--- src/rtl/rtc_pkg.sv ---
// ============================================================================
// Module : rtc_pkg
// Brief  : Shared types and constants for the RTC time-set button conditioner.
// Rev    : 1.0  initial release
// ============================================================================
`default_nettype none

package rtc_pkg;

  typedef enum logic [1:0] {
    IDLE   = 2'd0,
    LOCKED = 2'd1,
    ARMED  = 2'd2,
    REPEAT = 2'd3
  } btn_state_e;

  localparam int NUM_BTN = 3;
  localparam int BTN_SEC = 0;
  localparam int BTN_MIN = 1;
  localparam int BTN_HR  = 2;

  function automatic int max_int(input int a, input int b);
    return (a > b) ? a : b;
  endfunction

endpackage

`default_nettype wire

--- src/rtl/rtc_btn_channel.sv ---
// ============================================================================
// Module : rtc_btn_channel
// Brief  : One button: 2-FF sync, tick-based debounce, set-mode FSM and
//          optional auto-repeat (enabled by RTC_BTN_AUTOREPEAT_EN).
// Rev    : 1.0  initial release
// ============================================================================
`default_nettype none

module rtc_btn_channel
  import rtc_pkg::*;
#(
  parameter int DEBOUNCE_MS     = 10,
  parameter int REPEAT_DELAY_MS = 500,
  parameter int REPEAT_RATE_MS  = 100
) (
  input  logic clk,
  input  logic rst,
  input  logic i_tick,
  input  logic i_btn_n,
  input  logic i_man_sw,
  output logic o_pulse,
  output logic o_held
);

  localparam logic [7:0] c_DB_LAST = 8'(DEBOUNCE_MS - 1);

  logic [1:0] r_sync;
  logic [7:0] r_db_cnt;
  logic       r_held;
  logic       r_held_d;
  logic       r_pulse;
  logic       w_sample;
  logic       w_rise;
  logic       w_pulse_nxt;

  btn_state_e r_state;
  btn_state_e w_state_nxt;

  assign w_sample = r_sync[1];
  assign w_rise   = r_held & ~r_held_d;

  always_ff @(posedge clk or negedge rst) begin
    if (!rst) begin
      r_sync <= 2'b00;
    end else begin
      r_sync <= {r_sync[0], ~i_btn_n};
    end
  end

  // Any agreeing sample restarts the run, so only an unbroken run of
  // DEBOUNCE_MS disagreeing ticks flips the debounced state.
  always_ff @(posedge clk or negedge rst) begin
    if (!rst) begin
      r_db_cnt <= 8'd0;
      r_held   <= 1'b0;
      r_held_d <= 1'b0;
    end else begin
      r_held_d <= r_held;
      if (w_sample == r_held) begin
        r_db_cnt <= 8'd0;
      end else if (i_tick) begin
        if (r_db_cnt == c_DB_LAST) begin
          r_held   <= w_sample;
          r_db_cnt <= 8'd0;
        end else begin
          r_db_cnt <= r_db_cnt + 8'd1;
        end
      end
    end
  end

`ifdef RTC_BTN_AUTOREPEAT_EN
  localparam int c_HOLD_MAX = max_int(REPEAT_DELAY_MS, REPEAT_RATE_MS);
  localparam int c_HOLD_W   = $clog2(c_HOLD_MAX + 1);
  localparam logic [c_HOLD_W-1:0] c_DELAY = c_HOLD_W'(REPEAT_DELAY_MS);
  localparam logic [c_HOLD_W-1:0] c_RATE  = c_HOLD_W'(REPEAT_RATE_MS);

  logic [c_HOLD_W-1:0] r_hold_cnt;
  logic [c_HOLD_W-1:0] w_hold_nxt;
  logic [c_HOLD_W-1:0] w_hold_inc;
  logic                r_tick_d;

  assign w_hold_inc = (&r_hold_cnt) ? r_hold_cnt : r_hold_cnt + c_HOLD_W'(1);

  // Hold timing runs one cycle behind the debouncer so a release landing on
  // a repeat boundary is seen before the repeat would fire.
  always_ff @(posedge clk or negedge rst) begin
    if (!rst) begin
      r_hold_cnt <= '0;
      r_tick_d   <= 1'b0;
    end else begin
      r_hold_cnt <= w_hold_nxt;
      r_tick_d   <= i_tick;
    end
  end
`endif

  always_comb begin
    w_state_nxt = r_state;
    w_pulse_nxt = 1'b0;
`ifdef RTC_BTN_AUTOREPEAT_EN
    w_hold_nxt  = r_hold_cnt;
`endif
    case (r_state)
      IDLE: begin
`ifdef RTC_BTN_AUTOREPEAT_EN
        w_hold_nxt = '0;
`endif
        if (w_rise) begin
          w_pulse_nxt = i_man_sw;
          w_state_nxt = i_man_sw ? ARMED : LOCKED;
        end
      end
      LOCKED: begin
        if (!r_held) w_state_nxt = IDLE;
      end
      ARMED: begin
        if (!r_held) begin
          w_state_nxt = IDLE;
        end else if (!i_man_sw) begin
          w_state_nxt = LOCKED;
        end
`ifdef RTC_BTN_AUTOREPEAT_EN
        else if (r_tick_d) begin
          if (w_hold_inc == c_DELAY) begin
            w_pulse_nxt = 1'b1;
            w_hold_nxt  = '0;
            w_state_nxt = REPEAT;
          end else begin
            w_hold_nxt = w_hold_inc;
          end
        end
`endif
      end
`ifdef RTC_BTN_AUTOREPEAT_EN
      REPEAT: begin
        if (!r_held) begin
          w_state_nxt = IDLE;
        end else if (!i_man_sw) begin
          w_state_nxt = LOCKED;
        end else if (r_tick_d) begin
          if (w_hold_inc == c_RATE) begin
            w_pulse_nxt = 1'b1;
            w_hold_nxt  = '0;
          end else begin
            w_hold_nxt = w_hold_inc;
          end
        end
      end
`endif
      default: begin
        w_state_nxt = IDLE;
      end
    endcase
  end

  always_ff @(posedge clk or negedge rst) begin
    if (!rst) begin
      r_state <= IDLE;
      r_pulse <= 1'b0;
    end else begin
      r_state <= w_state_nxt;
      r_pulse <= w_pulse_nxt;
    end
  end

  assign o_pulse = r_pulse;
  assign o_held  = r_held;

endmodule

`default_nettype wire

--- src/rtl/rtc_button_cond.sv ---
// ============================================================================
// Module : rtc_button_cond
// Brief  : Three-button time-set conditioner: shared 1 kHz tick plus one
//          channel per button. Auto-repeat built when RTC_BTN_AUTOREPEAT_EN.
// Rev    : 1.0  initial release
// ============================================================================
`default_nettype none

module rtc_button_cond
  import rtc_pkg::*;
#(
  parameter int CLK_HZ          = 50_000_000,
  parameter int TICK_HZ         = 1000,
  parameter int DEBOUNCE_MS     = 10,
  parameter int REPEAT_DELAY_MS = 500,
  parameter int REPEAT_RATE_MS  = 100
) (
  input  logic               clk,
  input  logic               rst,
  input  logic [NUM_BTN-1:0] push_but,
  input  logic               man_sw,
  output logic [NUM_BTN-1:0] inc_pulse,
  output logic [NUM_BTN-1:0] btn_held
);

  localparam int c_DIV = CLK_HZ / TICK_HZ;
  localparam int c_TW  = (c_DIV > 1) ? $clog2(c_DIV) : 1;
  localparam logic [c_TW-1:0] c_TICK_LAST = c_TW'(c_DIV - 1);

  logic [c_TW-1:0] r_tick_cnt;
  logic            w_tick;

  assign w_tick = (r_tick_cnt == c_TICK_LAST);

  always_ff @(posedge clk or negedge rst) begin
    if (!rst) begin
      r_tick_cnt <= '0;
    end else if (w_tick) begin
      r_tick_cnt <= '0;
    end else begin
      r_tick_cnt <= r_tick_cnt + c_TW'(1);
    end
  end

  for (genvar i = 0; i < NUM_BTN; i++) begin : g_chan
    rtc_btn_channel #(
      .DEBOUNCE_MS     (DEBOUNCE_MS),
      .REPEAT_DELAY_MS (REPEAT_DELAY_MS),
      .REPEAT_RATE_MS  (REPEAT_RATE_MS)
    ) u_chan (
      .clk      (clk),
      .rst      (rst),
      .i_tick   (w_tick),
      .i_btn_n  (push_but[i]),
      .i_man_sw (man_sw),
      .o_pulse  (inc_pulse[i]),
      .o_held   (btn_held[i])
    );
  end

endmodule

`default_nettype wire

--- config.mk ---
export PLATFORM = sky130hd
export DESIGN_NAME = rtc_button_cond
export DESIGN_NICKNAME = d
export VERILOG_FILES = /design/src/rtl/rtc_pkg.sv /design/src/rtl/rtc_btn_channel.sv /design/src/rtl/rtc_button_cond.sv
export SDC_FILE = /design/constraint.sdc
export NUM_CORES = 1
export LEC_CHECK = 0
export ABC_AREA = 1
export BUFFER_PORTS_ARGS = -buffer_cell sky130_fd_sc_hd__buf_2
export CAP_MARGIN = 20
export CORE_UTILIZATION = 66
export DETAILED_ROUTE_END_ITERATION = 8
export PLACE_DENSITY = 0.84
export SYNTH_ARGS = -nofsm -noshare
export SYNTH_HDL_FRONTEND = slang
export SYNTH_HIERARCHICAL = 1
export SYNTH_SLANG_ARGS = --single-unit
--- constraint.sdc ---
create_clock -name clk -period 4 [get_ports clk]
set_input_delay 0.8 -clock clk [delete_from_list [all_inputs] [get_ports clk]]
set_output_delay 0.8 -clock clk [all_outputs]
set_load 0.01 [all_outputs]
# ---- Yosys cells after proc, flatten, opt, wreduce, memory -nomap -nowiden
# Cells that the tools add are included.
dict set report totals {
  register_bits 61
  input_bits 6
  elab_cells 99
}
dict set report classes {
  add_sub_neg 4
  eq_ne 22
  mux 30
  bitwise_logic 12
  reduce_logical 12
}
# op count
set op_table {}
lappend op_table {{$mux 8} 9}
lappend op_table {{$add 8x1->8 const B} 3}
lappend op_table {{$eq 8x4->1 const B} 3}
lappend op_table {{$mux 2} 11}
lappend op_table {{$pmux 2 s3} 3}
lappend op_table {{$reduce_and 3->1} 6}
lappend op_table {{$add 16x1->16 const B} 1}
lappend op_table {{$eq 16x16->1 const B} 1}
lappend op_table {{$mux 16} 1}
lappend op_table {{$ne 3x3->1 const B} 3}
lappend op_table {{$not 1->1} 9}
lappend op_table {{$eq 2x1->1 const B} 3}
lappend op_table {{$eq 2x2->1 const B} 3}
lappend op_table {{$logic_not 2->1} 3}
lappend op_table {{$mux 1} 6}
lappend op_table {{$ne 2x1->1 const B} 3}
lappend op_table {{$ne 2x2->1 const B} 3}
lappend op_table {{$reduce_bool 2->1} 3}
lappend op_table {{$and 1x1->1} 3}
lappend op_table {{$eq 1x1->1} 3}

# ---- Depth between registers and ports, before layout
dict set report depth {
  word_depth 4
  mapped_depth 11
  ltp_nobuf 10
}

# ---- By module
# Netlist, hierarchy kept.
# module n_inst cells_per_inst area_each_um2
set modules_own_cells {}
lappend modules_own_cells {{rtc_btn_channel at g_chan[0].u_chan ...} 2 100 817.0}
lappend modules_own_cells {rtc_button_cond 1 121 877.1}
lappend modules_own_cells {{rtc_btn_channel at g_chan[1].u_chan} 1 104 822.0}

# ---- Worst setup path before layout
# No wires, ideal clock.
dict set report synth_path {
  path_kind {register to register}
  start {register r_tick_cnt[0]}
  end {register g_chan[1].u_chan.r_db_cnt[2]}
  setup_time_ns 0.065
  arrival_ns 1.747
  setup_slack_ns 2.189
  stages_incl_launch_ff 11
  period_less_slack_ns 1.811
  cell_sequence {dfrtp_1 ha_1 nand3_2 nor2_1 nand2_2 inv_2 buf_2 inv_1 nor2_1 nand3_1 nand2_1}
}
dict set report synth_via {
  elab_chain_cells 2
}
# element line
set synth_lines {}
lappend synth_lines {{start: declaration} rtc_button_cond.sv:30} ;# logic [c_TW-1:0] r_tick_cnt;
lappend synth_lines {{start signal: assignment} rtc_button_cond.sv:41} ;# r_tick_cnt <= r_tick_cnt + c_TW'(1);
lappend synth_lines {{$eq 16x16->1} rtc_button_cond.sv:33} ;# assign w_tick = (r_tick_cnt == c_TICK_LAST);
lappend synth_lines {{named net w_tick} rtc_button_cond.sv:31} ;# logic w_tick;
lappend synth_lines {{$reduce_bool 2->1 (no line)} n/a}
lappend synth_lines {{end signal: assignment} rtc_btn_channel.sv:66} ;# r_db_cnt <= r_db_cnt + 8'd1;
lappend synth_lines {{end: declaration} rtc_btn_channel.sv:28} ;# logic [7:0] r_db_cnt;
# The timed path passes the listed nets, and every way through them passes these cells.
# A chain may end at the register's enable or synchronous reset.

# ---- Worst setup path in the final report
# Same ends and word-level chain as after synthesis.

==> results.cfg <==
[run_status]
status = complete, no violations

[clock_tree]
cts_buffers = 9
ctsResizeCount = 0
h-tree-depth = 3
clock-sinks = 61
cts_buffer_depth = 2
clk-insertion-delay-late_ns = 0.33
cts_hold_buf = 0
post_cts_buffers = 0
cts_tree = done
cts.clk_slew.worst_paths_ns = 0.06
root_buffer = clkbuf_8

[routing]
vias = 2714
drt-total-wl_um = 6010
drc_errors = 0
firstDrtPassIters = 4
ant_nets = 0
routed_via_density = 5.26
wl_per_cell_um = 11.6
drtIter0Drc = 158

[layout]
final_nets = 457
drive_gt1_share_pct = 14.0
layout_commonest_cell = nand2_1
layout_common_cells = 124 x nand2_1, 61 x dfrtp_1, 60 x inv_1, 44 x nand3_1, 41 x nor2_1
fill_cells = 355
syn2layout_area_growth_pct = 8.52
finalNonFillerCells = 516
antenna_cells = 0

[floorplan]
die_y_um = 73.1
ios = 12
rows = 25
dieArea_um2 = 5340
die_width_um = 73.1
coreArea_um2 = 4790
start_util_pct = 69.6

[synth]
synth_top_area_share_pct = 45.8
postSynthAreaPerCell_um2 = 7.84
synth_cell_type_count = 28
netlist_area_um2 = 3330
ys_seq_area_share_pct = 45.8
synthTopCellsByArea = dfrtp_1 46%, nand2_1 14%, inv_1 6.8%, nand3_1 6.6%, nor2_1 4.6%
netlist_instances = 425
synth-seq-cells = 61
yosysWarnings = 6
yosys.area.top_type = dfrtp_1
synth_fp_nets = 438

[worst_setup_path]
r2r_start = r_tick_cnt[0]
critPathLaunchType = register
ff2ff_path_depth = 9
critical_path.max_stage_delay_ns = 0.38
crit_arrival_ns = 2.28
cpMostUsedCell = nor2_1
endpoint_kind = register
crit_chain = ha_1 -> nand3_2 -> nor2_1 -> nand2_2 -> inv_2 -> inv_1 -> nor2_1 -> nand3_1 -> nand2_1
r2r_slack_ns = 1.99
cpMaxStageDelayCell = dfrtp_1
worst-setup-path-type = reg2reg
crit_fanout = 21
cp.required_ns = 4.27
worstReg2RegEnd = g_chan[1].u_chan/r_db_cnt[2]

[global_route]
grt_pass1_vias = 2561
grt_max_degree = 37
grt_usage_pct = 26.5
antenna_found_initial = 0
grt_first_pass_wirelength_um = 10700
gr-total-overflow = 0

[sta]
hold_viol = 0
rsz0062_at_grt = false
finalCritPeriodShare_pct = 50.2
period_minus_slack_ns = 2.01
finClkSkew_ns = 0.00602
slew_violations = 0
timing.setup.tns_ns = 0
worst_pin_slew_ns = 0.796
max_clock_freq_mhz = 498
relSlewSlack_pct = 46.9
setup_viol = 0
fin_hold_ws_ns = 0.351

[hold_path]
min_to = g_chan[2].u_chan/r_sync[1]
min_from = g_chan[2].u_chan/r_sync[0]
hold_class = reg2reg
hold_depth = 0

[pwr]
power_density_nw_per_um2 = 313
internal_power_mw = 0.880
swShare_pct = 22.3
peakVddDrop_uv = 247
p_switching_mw = 0.252
p_clk_share_pct = 42.4
power_frac_comb_pct = 2.6
leakage_nw = 1.90
p_seq_share_pct = 54.9

[placement]
dp.cells = 500
place.gp.congestion = 0.837
numPortBuffers = 11
hpwlAfterDp_um = 4290

[run]
maxCapViolCount = 0
## kinds of logic (layout without fill, tap and decap cells)
logic type	after synthesis	count (layout)	synth area share (%)
and+or+nand+nor	253	253	35.8
xor gates and xnor gates	11	11	3.12
AOI/OAI and AO/OA	23	23	3.87
adders and majority gates	7	7	2.63
buffers and inverters	70	94	8.75
DFF	61	61	45.8
## cells in the mapped netlist
master	instances
o21bai_1	2
ha_1	7
o21ai_0	9
inv_1	60
inv_4	2
nor2_2	5
inv_2	4
or2_4	2
nand4_1	13
nor3_4	2
nand2_4	2
buf_2	1
xnor2_2	1
o21ai_2	2
a21oi_1	1
nand2_1	124
nor2_4	5
xor2_1	10
buf_6	3
a31oi_1	1
dfrtp_1	61
nor2_1	41
nor3_1	2
nand3_2	5
nand3_1	44
nand2_2	5
nand3b_1	3
o21ai_1	8
## how the worst max path moves through the flow
stage | start | end | slack [ns]
finish | r_tick_cnt[0] | g_chan[1].u_chan/r_db_cnt[2] | 1.99
global route | r_tick_cnt[0] | g_chan[2].u_chan/r_db_cnt[3] | 1.79
CTS | r_tick_cnt[0] | g_chan[0].u_chan/r_db_cnt[6] | 1.99
detailed placement | r_tick_cnt[0] | g_chan[2].u_chan/r_db_cnt[5] | 2.02
global placement | r_tick_cnt[0] | g_chan[1].u_chan/r_db_cnt[0] | 2.13
floorplan | r_tick_cnt[0] | g_chan[1].u_chan/r_db_cnt[2] | 2.19
## critical path, delay by kind of cell (launching register included)
kind,cells,cell delay (ns)
flip-flops,1,0.38
AND/OR/NAND/NOR,6,0.90
adder cells (fa/ha/maj),1,0.21
buffers and inverters,2,0.44
## sequential cells by signal, indices dropped and copies added (netlist names)
name and cells:
r_tick_cnt 16, g_chan.u_chan/r_held_d 3, g_chan.u_chan/r_db_cnt 24, g_chan.u_chan/o_held 3, g_chan.u_chan/r_state 6, g_chan.u_chan/r_sync 6
g_chan.u_chan/o_pulse 3
## layer usage
metal | global-route usage (%) | part of all wire, % | vias up
li1 | - | - | 1374
met1 | 33.0 | 45 | 1272
met2 | 43.7 | 49 | 59
met3 | 7.32 | 4.6 | 9
met4 | 10.2 | 1.4 | 0
met5 | 0 | 0 | -
## per-stage QoR
stage	power (mW)	util, %	area, µm²	worst slack (ns)
detailed placement	0.664	71.9	3440	2.02
global route	1.18	75.6	3620	1.79
CTS	1.15	75.6	3620	1.99
floorplan	0.645	-	3330	2.19
global placement	0.663	71.9	3440	2.13
finish	1.13	75.6	3620	1.99
## final cells by class
type / instances / area [µm²] / area share [%]
Tap cell: 67 / 83.8 / 2.32
Sequential cell: 61 / 1530 / 42.2
Inverter: 66 / 253 / 6.99
Multi-Input combinational cell: 294 / 1520 / 41.9
Clock inverter: 5 / 25.0 / 0.692
Clock buffer: 11 / 151 / 4.19
Timing Repair Buffer: 12 / 62.6 / 1.73
## power by group through the flow
stage	combinational, mW	sequential [mW]	clock (mW)
finish	0.0300	0.622	0.480
global route	0.0347	0.622	0.525
CTS	0.0310	0.622	0.494
detailed placement	0.0308	0.633	0
global placement	0.0304	0.633	0
floorplan	0.0121	0.633	0
No activity file was read; power rests on OpenSTA's default activity.
